<file path="config.mk">
export PLATFORM = sky130hd
export DESIGN_NAME = rv32i_instr_encoder
export DESIGN_NICKNAME = d
export VERILOG_FILES = /design/src/rtl/rv32i_enc_pkg.sv /design/src/rtl/rv32i_imm_pack.sv /design/src/rtl/rv32i_instr_encoder.sv
export SDC_FILE = /design/constraint.sdc
export NUM_CORES = 1
export LEC_CHECK = 0
export CORE_MARGIN = 2
export CORE_UTILIZATION = 46
export CTS_CLUSTER_DIAMETER = 200
export CTS_CLUSTER_SIZE = 14
export DETAILED_ROUTE_END_ITERATION = 8
export HOLD_SLACK_MARGIN = 0.03
export PLACE_DENSITY = 0.86
export SYNTH_ARGS = -nofsm -noshare
export SYNTH_HDL_FRONTEND = slang
export SYNTH_SLANG_ARGS = --single-unit
</file>
<file path="constraint.sdc">
create_clock -name clk -period 3.6 [get_ports clk]
set_clock_uncertainty 0.1 [all_clocks]
set_input_delay 0.36 -clock clk [delete_from_list [all_inputs] [get_ports clk]]
set_output_delay 0.36 -clock clk [all_outputs]
set_load 0.03 [all_outputs]
</file>
<file path="src/rtl/rv32i_enc_pkg.sv">
// Shared constants for the RV32I instruction encoder: mnemonic codes, opcodes,
// funct fields, instruction formats and the per-mnemonic encoding lookup.
package rv32i_enc_pkg;

    localparam int unsigned XLEN   = 32;
    localparam int unsigned MNEM_W = 5;
    localparam int unsigned REG_W  = 5;

    localparam logic [MNEM_W-1:0] MN_ADD  = 5'd0,  MN_SUB   = 5'd1,  MN_SLL   = 5'd2;
    localparam logic [MNEM_W-1:0] MN_SLT  = 5'd3,  MN_SLTU  = 5'd4,  MN_XOR   = 5'd5;
    localparam logic [MNEM_W-1:0] MN_SRL  = 5'd6,  MN_OR    = 5'd7,  MN_AND   = 5'd8;
    localparam logic [MNEM_W-1:0] MN_ADDI = 5'd9,  MN_ANDI  = 5'd10, MN_XORI  = 5'd11;
    localparam logic [MNEM_W-1:0] MN_ORI  = 5'd12, MN_SLTI  = 5'd13, MN_SLTIU = 5'd14;
    localparam logic [MNEM_W-1:0] MN_LB   = 5'd15, MN_LW    = 5'd16, MN_SB    = 5'd17;
    localparam logic [MNEM_W-1:0] MN_SW   = 5'd18, MN_BEQ   = 5'd19, MN_BNE   = 5'd20;
    localparam logic [MNEM_W-1:0] MN_BLT  = 5'd21, MN_BGE   = 5'd22, MN_JALR  = 5'd23;
    localparam logic [MNEM_W-1:0] MN_JAL  = 5'd24, MN_LUI   = 5'd25, MN_AUIPC = 5'd26;

    localparam logic [6:0] OP_R      = 7'b0110011;
    localparam logic [6:0] OP_I      = 7'b0010011;
    localparam logic [6:0] OP_LOAD   = 7'b0000011;
    localparam logic [6:0] OP_STORE  = 7'b0100011;
    localparam logic [6:0] OP_BRANCH = 7'b1100011;
    localparam logic [6:0] OP_JALR   = 7'b1100111;
    localparam logic [6:0] OP_JAL    = 7'b1101111;
    localparam logic [6:0] OP_LUI    = 7'b0110111;
    localparam logic [6:0] OP_AUIPC  = 7'b0010111;

    localparam logic [2:0] F3_ADD = 3'b000, F3_SLL = 3'b001, F3_SLT = 3'b010, F3_SLTU = 3'b011;
    localparam logic [2:0] F3_XOR = 3'b100, F3_SR  = 3'b101, F3_OR  = 3'b110, F3_AND  = 3'b111;
    localparam logic [2:0] F3_B   = 3'b000, F3_W   = 3'b010;
    localparam logic [2:0] F3_BEQ = 3'b000, F3_BNE = 3'b001, F3_BLT = 3'b100, F3_BGE  = 3'b101;

    localparam logic [6:0] F7_ZERO = 7'b0000000;
    localparam logic [6:0] F7_SUB  = 7'b0100000;

    typedef enum logic [2:0] {FMT_R, FMT_I, FMT_S, FMT_B, FMT_U, FMT_J, FMT_BAD} fmt_e;

    typedef struct packed {
        fmt_e       fmt;
        logic [6:0] op;
        logic [2:0] f3;
        logic [6:0] f7;
    } enc_info_t;

    // Format, opcode and funct fields for a mnemonic; FMT_BAD marks illegal codes.
    function automatic enc_info_t mnem_info(input logic [MNEM_W-1:0] mnem);
        enc_info_t info;
        info = '{fmt: FMT_BAD, op: 7'b0, f3: 3'b0, f7: F7_ZERO};
        case (mnem)
            MN_ADD:   info = '{FMT_R, OP_R, F3_ADD, F7_ZERO};
            MN_SUB:   info = '{FMT_R, OP_R, F3_ADD, F7_SUB};
            MN_SLL:   info = '{FMT_R, OP_R, F3_SLL, F7_ZERO};
            MN_SLT:   info = '{FMT_R, OP_R, F3_SLT, F7_ZERO};
            MN_SLTU:  info = '{FMT_R, OP_R, F3_SLTU, F7_ZERO};
            MN_XOR:   info = '{FMT_R, OP_R, F3_XOR, F7_ZERO};
            MN_SRL:   info = '{FMT_R, OP_R, F3_SR, F7_ZERO};
            MN_OR:    info = '{FMT_R, OP_R, F3_OR, F7_ZERO};
            MN_AND:   info = '{FMT_R, OP_R, F3_AND, F7_ZERO};
            MN_ADDI:  info = '{FMT_I, OP_I, F3_ADD, F7_ZERO};
            MN_ANDI:  info = '{FMT_I, OP_I, F3_AND, F7_ZERO};
            MN_XORI:  info = '{FMT_I, OP_I, F3_XOR, F7_ZERO};
            MN_ORI:   info = '{FMT_I, OP_I, F3_OR, F7_ZERO};
            MN_SLTI:  info = '{FMT_I, OP_I, F3_SLT, F7_ZERO};
            MN_SLTIU: info = '{FMT_I, OP_I, F3_SLTU, F7_ZERO};
            MN_LB:    info = '{FMT_I, OP_LOAD, F3_B, F7_ZERO};
            MN_LW:    info = '{FMT_I, OP_LOAD, F3_W, F7_ZERO};
            MN_SB:    info = '{FMT_S, OP_STORE, F3_B, F7_ZERO};
            MN_SW:    info = '{FMT_S, OP_STORE, F3_W, F7_ZERO};
            MN_BEQ:   info = '{FMT_B, OP_BRANCH, F3_BEQ, F7_ZERO};
            MN_BNE:   info = '{FMT_B, OP_BRANCH, F3_BNE, F7_ZERO};
            MN_BLT:   info = '{FMT_B, OP_BRANCH, F3_BLT, F7_ZERO};
            MN_BGE:   info = '{FMT_B, OP_BRANCH, F3_BGE, F7_ZERO};
            MN_JALR:  info = '{FMT_I, OP_JALR, 3'b000, F7_ZERO};
            MN_JAL:   info = '{FMT_J, OP_JAL, 3'b000, F7_ZERO};
            MN_LUI:   info = '{FMT_U, OP_LUI, 3'b000, F7_ZERO};
            MN_AUIPC: info = '{FMT_U, OP_AUIPC, 3'b000, F7_ZERO};
            default:  info = '{FMT_BAD, 7'b0, 3'b0, F7_ZERO};
        endcase
        return info;
    endfunction

endpackage

</file>
<file path="src/rtl/rv32i_imm_pack.sv">
// Combinational packer: mnemonic + operands -> 32-bit RV32I word, plus legality.
// With IMM_RANGE_CHECK_EN defined, immediates that do not fit their format are rejected.
module rv32i_imm_pack
    import rv32i_enc_pkg::*;
(
    input  logic [MNEM_W-1:0] mnem_i,
    input  logic [REG_W-1:0]  rd_i,
    input  logic [REG_W-1:0]  rs1_i,
    input  logic [REG_W-1:0]  rs2_i,
    input  logic [XLEN-1:0]   imm_i,
    output logic [XLEN-1:0]   word_c,
    output logic              ok_c
);

    enc_info_t info;
    logic      range_ok;

    assign info = mnem_info(mnem_i);

    always_comb begin
        word_c = '0;
        case (info.fmt)
            FMT_R: word_c = {info.f7, rs2_i, rs1_i, info.f3, rd_i, info.op};
            FMT_I: word_c = {imm_i[11:0], rs1_i, info.f3, rd_i, info.op};
            FMT_S: word_c = {imm_i[11:5], rs2_i, rs1_i, info.f3, imm_i[4:0], info.op};
            FMT_B: word_c = {imm_i[12], imm_i[10:5], rs2_i, rs1_i, info.f3,
                             imm_i[4:1], imm_i[11], info.op};
            FMT_U: word_c = {imm_i[31:12], rd_i, info.op};
            FMT_J: word_c = {imm_i[20], imm_i[10:1], imm_i[11], imm_i[19:12], rd_i, info.op};
            default: word_c = '0;
        endcase
    end

`ifdef IMM_RANGE_CHECK_EN
    // Signed fit means every bit above the sign position equals the sign bit.
    always_comb begin
        range_ok = 1'b1;
        case (info.fmt)
            FMT_I, FMT_S: range_ok = (imm_i[31:11] == {21{imm_i[11]}});
            FMT_B:        range_ok = (imm_i[31:12] == {20{imm_i[12]}}) && !imm_i[0];
            FMT_J:        range_ok = (imm_i[31:20] == {12{imm_i[20]}}) && !imm_i[0];
            FMT_U:        range_ok = (imm_i[11:0] == 12'h000);
            default:      range_ok = 1'b1;
        endcase
    end
`else
    assign range_ok = 1'b1;
`endif

    assign ok_c = (info.fmt != FMT_BAD) && range_ok;

endmodule

</file>
<file path="src/rtl/rv32i_instr_encoder.sv">
// Program loader: encodes symbolic RV32I commands and writes them to consecutive IMEM words.
// Optional immediate range checking is enabled by defining IMM_RANGE_CHECK_EN.
module rv32i_instr_encoder
    import rv32i_enc_pkg::*;
#(
    parameter int unsigned ADDR_W = 32,
    parameter int unsigned CNT_W  = 16
) (
    input  logic              clk,
    input  logic              rst,
    input  logic              start,
    input  logic              stop,
    input  logic [ADDR_W-1:0] base_addr,
    input  logic              cmd_valid,
    output logic              cmd_ready,
    input  logic [4:0]        cmd_mnem,
    input  logic [4:0]        cmd_rd,
    input  logic [4:0]        cmd_rs1,
    input  logic [4:0]        cmd_rs2,
    input  logic [31:0]       cmd_imm,
    output logic              imem_we,
    output logic [ADDR_W-1:0] imem_addr,
    output logic [31:0]       imem_wdata,
    input  logic              imem_ack,
    output logic              busy,
    output logic [CNT_W-1:0]  count,
    output logic              err
);

    typedef enum logic [1:0] {S_IDLE, S_READY, S_WRITE} state_e;

    state_e            state_q;
    logic              stop_q;
    logic              ready_q, we_q, busy_q, err_q;
    logic [ADDR_W-1:0] addr_q, addr_d;
    logic [31:0]       wdata_q;
    logic [CNT_W-1:0]  count_q, count_d;
    logic [31:0]       enc_word;
    logic              enc_ok;

    rv32i_imm_pack u_pack (
        .mnem_i (cmd_mnem),
        .rd_i   (cmd_rd),
        .rs1_i  (cmd_rs1),
        .rs2_i  (cmd_rs2),
        .imm_i  (cmd_imm),
        .word_c (enc_word),
        .ok_c   (enc_ok)
    );

    assign addr_d  = addr_q + ADDR_W'(4);
    assign count_d = (&count_q) ? count_q : count_q + CNT_W'(1);

    always_ff @(posedge clk or posedge rst) begin
        if (rst) begin
            state_q <= S_IDLE;
            stop_q  <= 1'b0;
            ready_q <= 1'b0;
            we_q    <= 1'b0;
            busy_q  <= 1'b0;
            err_q   <= 1'b0;
            addr_q  <= '0;
            wdata_q <= '0;
            count_q <= '0;
        end else begin
            case (state_q)
                S_IDLE: begin
                    if (start) begin
                        addr_q  <= base_addr & ~ADDR_W'(3);
                        count_q <= '0;
                        err_q   <= 1'b0;
                        ready_q <= 1'b1;
                        busy_q  <= 1'b1;
                        state_q <= S_READY;
                    end
                end
                S_READY: begin
                    // stop wins over a command presented in the same cycle
                    if (stop) begin
                        ready_q <= 1'b0;
                        busy_q  <= 1'b0;
                        state_q <= S_IDLE;
                    end else if (cmd_valid) begin
                        if (enc_ok) begin
                            wdata_q <= enc_word;
                            we_q    <= 1'b1;
                            ready_q <= 1'b0;
                            stop_q  <= 1'b0;
                            state_q <= S_WRITE;
                        end else begin
                            err_q <= 1'b1;
                        end
                    end
                end
                S_WRITE: begin
                    if (imem_ack) begin
                        we_q    <= 1'b0;
                        addr_q  <= addr_d;
                        count_q <= count_d;
                        stop_q  <= 1'b0;
                        if (stop_q || stop) begin
                            busy_q  <= 1'b0;
                            state_q <= S_IDLE;
                        end else begin
                            ready_q <= 1'b1;
                            state_q <= S_READY;
                        end
                    end else if (stop) begin
                        stop_q <= 1'b1;
                    end
                end
                default: begin
                    ready_q <= 1'b0;
                    we_q    <= 1'b0;
                    busy_q  <= 1'b0;
                    state_q <= S_IDLE;
                end
            endcase
        end
    end

    assign cmd_ready  = ready_q;
    assign imem_we    = we_q;
    assign imem_addr  = addr_q;
    assign imem_wdata = wdata_q;
    assign busy       = busy_q;
    assign count      = count_q;
    assign err        = err_q;

endmodule

</file>
==> reports/metrics.yaml <==
hold_path:
  hold_class: "primary input to asynchronous set/reset pin"
cts:
  clkLatencyLatePin_ps: 350
  cts-resized-gates: 0
  clk_pin_slew_ps: 80
  ctsHoldBuffers: 0
  cts_buffers: 9
  cts_htree_levels: 3
  cts_root_buf: "clkbuf_8"
  cts_tree: "done"
  cts_setup_buffers: 0
  clockBufferDepth: 2
  cts_sinks: 84
sta:
  setup-tns-final_ps: 0
  tightest_slew_ps: 879.6
  slew_headroom_pct: 40.74
  hold_ws_ps: 366.6
  fin_crit_sh_pct: 74.57
  fin_crit_ps: 2685
  max_freq_mhz: 372.5
  final-hold-violation-count: 0
  timing.final.ws_setup_ps: 915.4
  drv_slew: 0
  rsz0062_at_grt: "no"
  setup_viol: 0
logic_synthesis:
  syn_area_per_cell_um2: 8.631
  yosysWarnings: 0
  synthFlopType: "dfrtp_1"
  async_reset_ff_share_pct: 100.0
  ys_seq_area_share_pct: 42.06
  synth_fa_ha_area_share_pct: 1.753
  syn_inst: 579
  synth_xor_area_share_pct: 0.8763
  ys_ff_latch: 84
  synth-compound-area-share_pct: 25.54
  synthSimpleGateAreaFrac_pct: 22.48
  synthMuxAreaShare_pct: 2.879
  netlist_area_um2: 4997
  synth_top_family_by_area: "compound AO/OA/AOI/OAI gates"
  yosysUniqueCellTypes: 69
  synth-edff-count: 0
global_route:
  grt_max_degree: 57
  grt_pass1_vias: 5151
  overflow: 0
  grt_use_total_pct: 26.68
  antenna_found_initial: 0
  grt_pass1_wl_mm: 24.91
setup_path:
  r2r_cells: 6
  cp_data_arrival_time_ps: 2860
  endpoint: "imem_wdata[23]$_DFFE_PP0P_"
  cp-start-kind: "primary input"
  r2r_start: "count[0]$_DFFE_PP0P_"
  crit_path_start: "cmd_mnem[0]"
  endpoint_kind: "flop"
  r2r_slack_ps: 1070
  timing.rr.end: "count[9]$_DFFE_PP0P_"
  cp.required_ps: 3780
  path_max_fanout: 15
  path_class: "primary input to flop"
finish:
  antenna_cells: 0
  drive_above_1_share_pct: 7.008
  fin_cells: 882
  final_cell_mix: "clkdlybuf4s50_1, dfrtp_1, nand2_1, a21oi_1, o21ai_0"
  mostFrequentLayoutCell: "clkdlybuf4s50_1"
  final_area_um2: 7049
  utilization_pct: 65.89
  syn_to_final_growth_pct: 41.06
  fin_nets: 835
floorplan:
  die_w_um: 108.2
  coreArea_um2: 10700
  io_pins: 174
  rows: 38
  die_h_um: 108.2
  initial_core_util_pct: 46.71
  die-area_um2: 11710
power:
  irDropWorstVdd_uv: 387.8
  powerDensity_nw_per_um2: 689.5
  p_total_mw: 4.861
  power_leakage_nw: 2.907
placement:
  portBuffers: 169
  gp_congestion: 0.8745
  dp_cells: 867
  dp_hpwl_mm: 11.29
  preCtsSetupSlack_ps: 584.7
  postPlaceCellArea_um2: 6862
route:
  finalWirelength_mm: 15.52
  vias: 5357
  drt_iter0_markers: 397
  wl_per_cell_um: 17.59
  drcViolationCount: 0
  first_pass_iters: 5
  drt.antenna.violating_nets: 0
  via_per_inst: 6.074
job:
  drv_cap: 0
run_status:
  status: "finished, final reports clean"
[power by group]
part           switching, mW  internal [mW]  total (mW)
clock network          0.332          0.323       0.654
logic                   1.47           1.06        2.53
registers              0.388           1.28        1.67
total                   2.19           2.67        4.86
[per-layer routing]
layer / vias up / global-route usage (%) / wire (um)
li1: 2474 / - / -
met1: 2586 / 32.86 / 6106
met2: 273 / 45.87 / 7729
met3: 24 / 6.329 / 1408
met4: 0 / 9.249 / 274
met5: - / 0 / 0
[kinds of logic (layout without fill, tap and decap cells)]
logic type      count (synthesis)  count (layout)
xor+xnor                        5               5
buf+inv                        53             215
compound gates                195             195
flops                          84              84
mux                            14              14
simple gates                  220             220
other cells                     1               2
fa+ha+maj                       7               7
[final cells by class]
cell class | instances | area [um^2]
repair buffers | 188 | 1834
clock buffers | 14 | 182.7
inverters | 12 | 46.29
fillers | 917 | 3649
clock inverters | 1 | 5.005
flip-flops and latches | 84 | 2102
well taps | 140 | 175.2
multi-input cells | 443 | 2704
[critical path, stage by stage]
cell and delay, ps:
clkdlybuf4s50_1 620, inv_1 140, ha_1 300, inv_1 120, a21oi_1 140, o21ai_2 590, buf_4 300, a22oi_1 110
a21oi_1 180
[state kept, by name, summed over array words and instances (netlist names)]
register    cells
imem_addr      30
count          16
state_q         2
cmd_ready       1
busy            1
imem_we         1
err             1
stop_q          1
imem_wdata     31
[synthesized netlist by cell type (3+ instances only)]
cell,count,share of area (%)
o31ai_1,4,0.60
o211ai_1,4,0.60
nand2_1,65,4.9
nor2_1,46,3.5
nor3_1,9,0.90
or4_1,3,0.45
a32o_1,3,0.60
buf_4,3,0.45
nand3_1,26,2.6
a21o_1,7,1.1
and4_1,3,0.53
a22oi_1,15,2.3
nand2b_1,6,0.75
xor2_1,3,0.53
and3_1,15,1.9
o22ai_1,9,1.1
a21oi_1,49,4.9
or3_1,6,0.75
a31oi_1,6,0.75
dfrtp_1,84,42
o41ai_1,3,0.53
and2_1,7,0.88
a311oi_1,4,0.70
mux2i_1,11,2.2
a2bb2oi_1,8,1.4
nand4_1,12,1.5
inv_1,12,0.90
o21ai_0,47,4.7
a22o_1,7,1.2
clkbuf_1,33,2.5
ha_1,7,1.8
a211oi_1,5,0.75
buf_2,5,0.50
nor4_1,3,0.38
[how the worst min path moves through the flow]
stage / startpoint / endpoint / slack [ps] / depth (start not counted)
floorplan: imem_ack / state_q[1]$_DFFE_PP0P_ / 370 / 1
global placement: imem_wdata[4]$_DFFE_PP0P_ / imem_wdata[4]$_DFFE_PP0P_ / 360 / 2
detailed placement: imem_wdata[16]$_DFFE_PP0P_ / imem_wdata[16]$_DFFE_PP0P_ / 370 / 2
CTS: imem_wdata[16]$_DFFE_PP0P_ / imem_wdata[16]$_DFFE_PP0P_ / 390 / 2
global route: imem_wdata[12]$_DFFE_PP0P_ / imem_wdata[12]$_DFFE_PP0P_ / 410 / 2
finish: rst / imem_wdata[4]$_DFFE_PP0P_ / 370 / 2
Power figures use the tool's default switching activity.
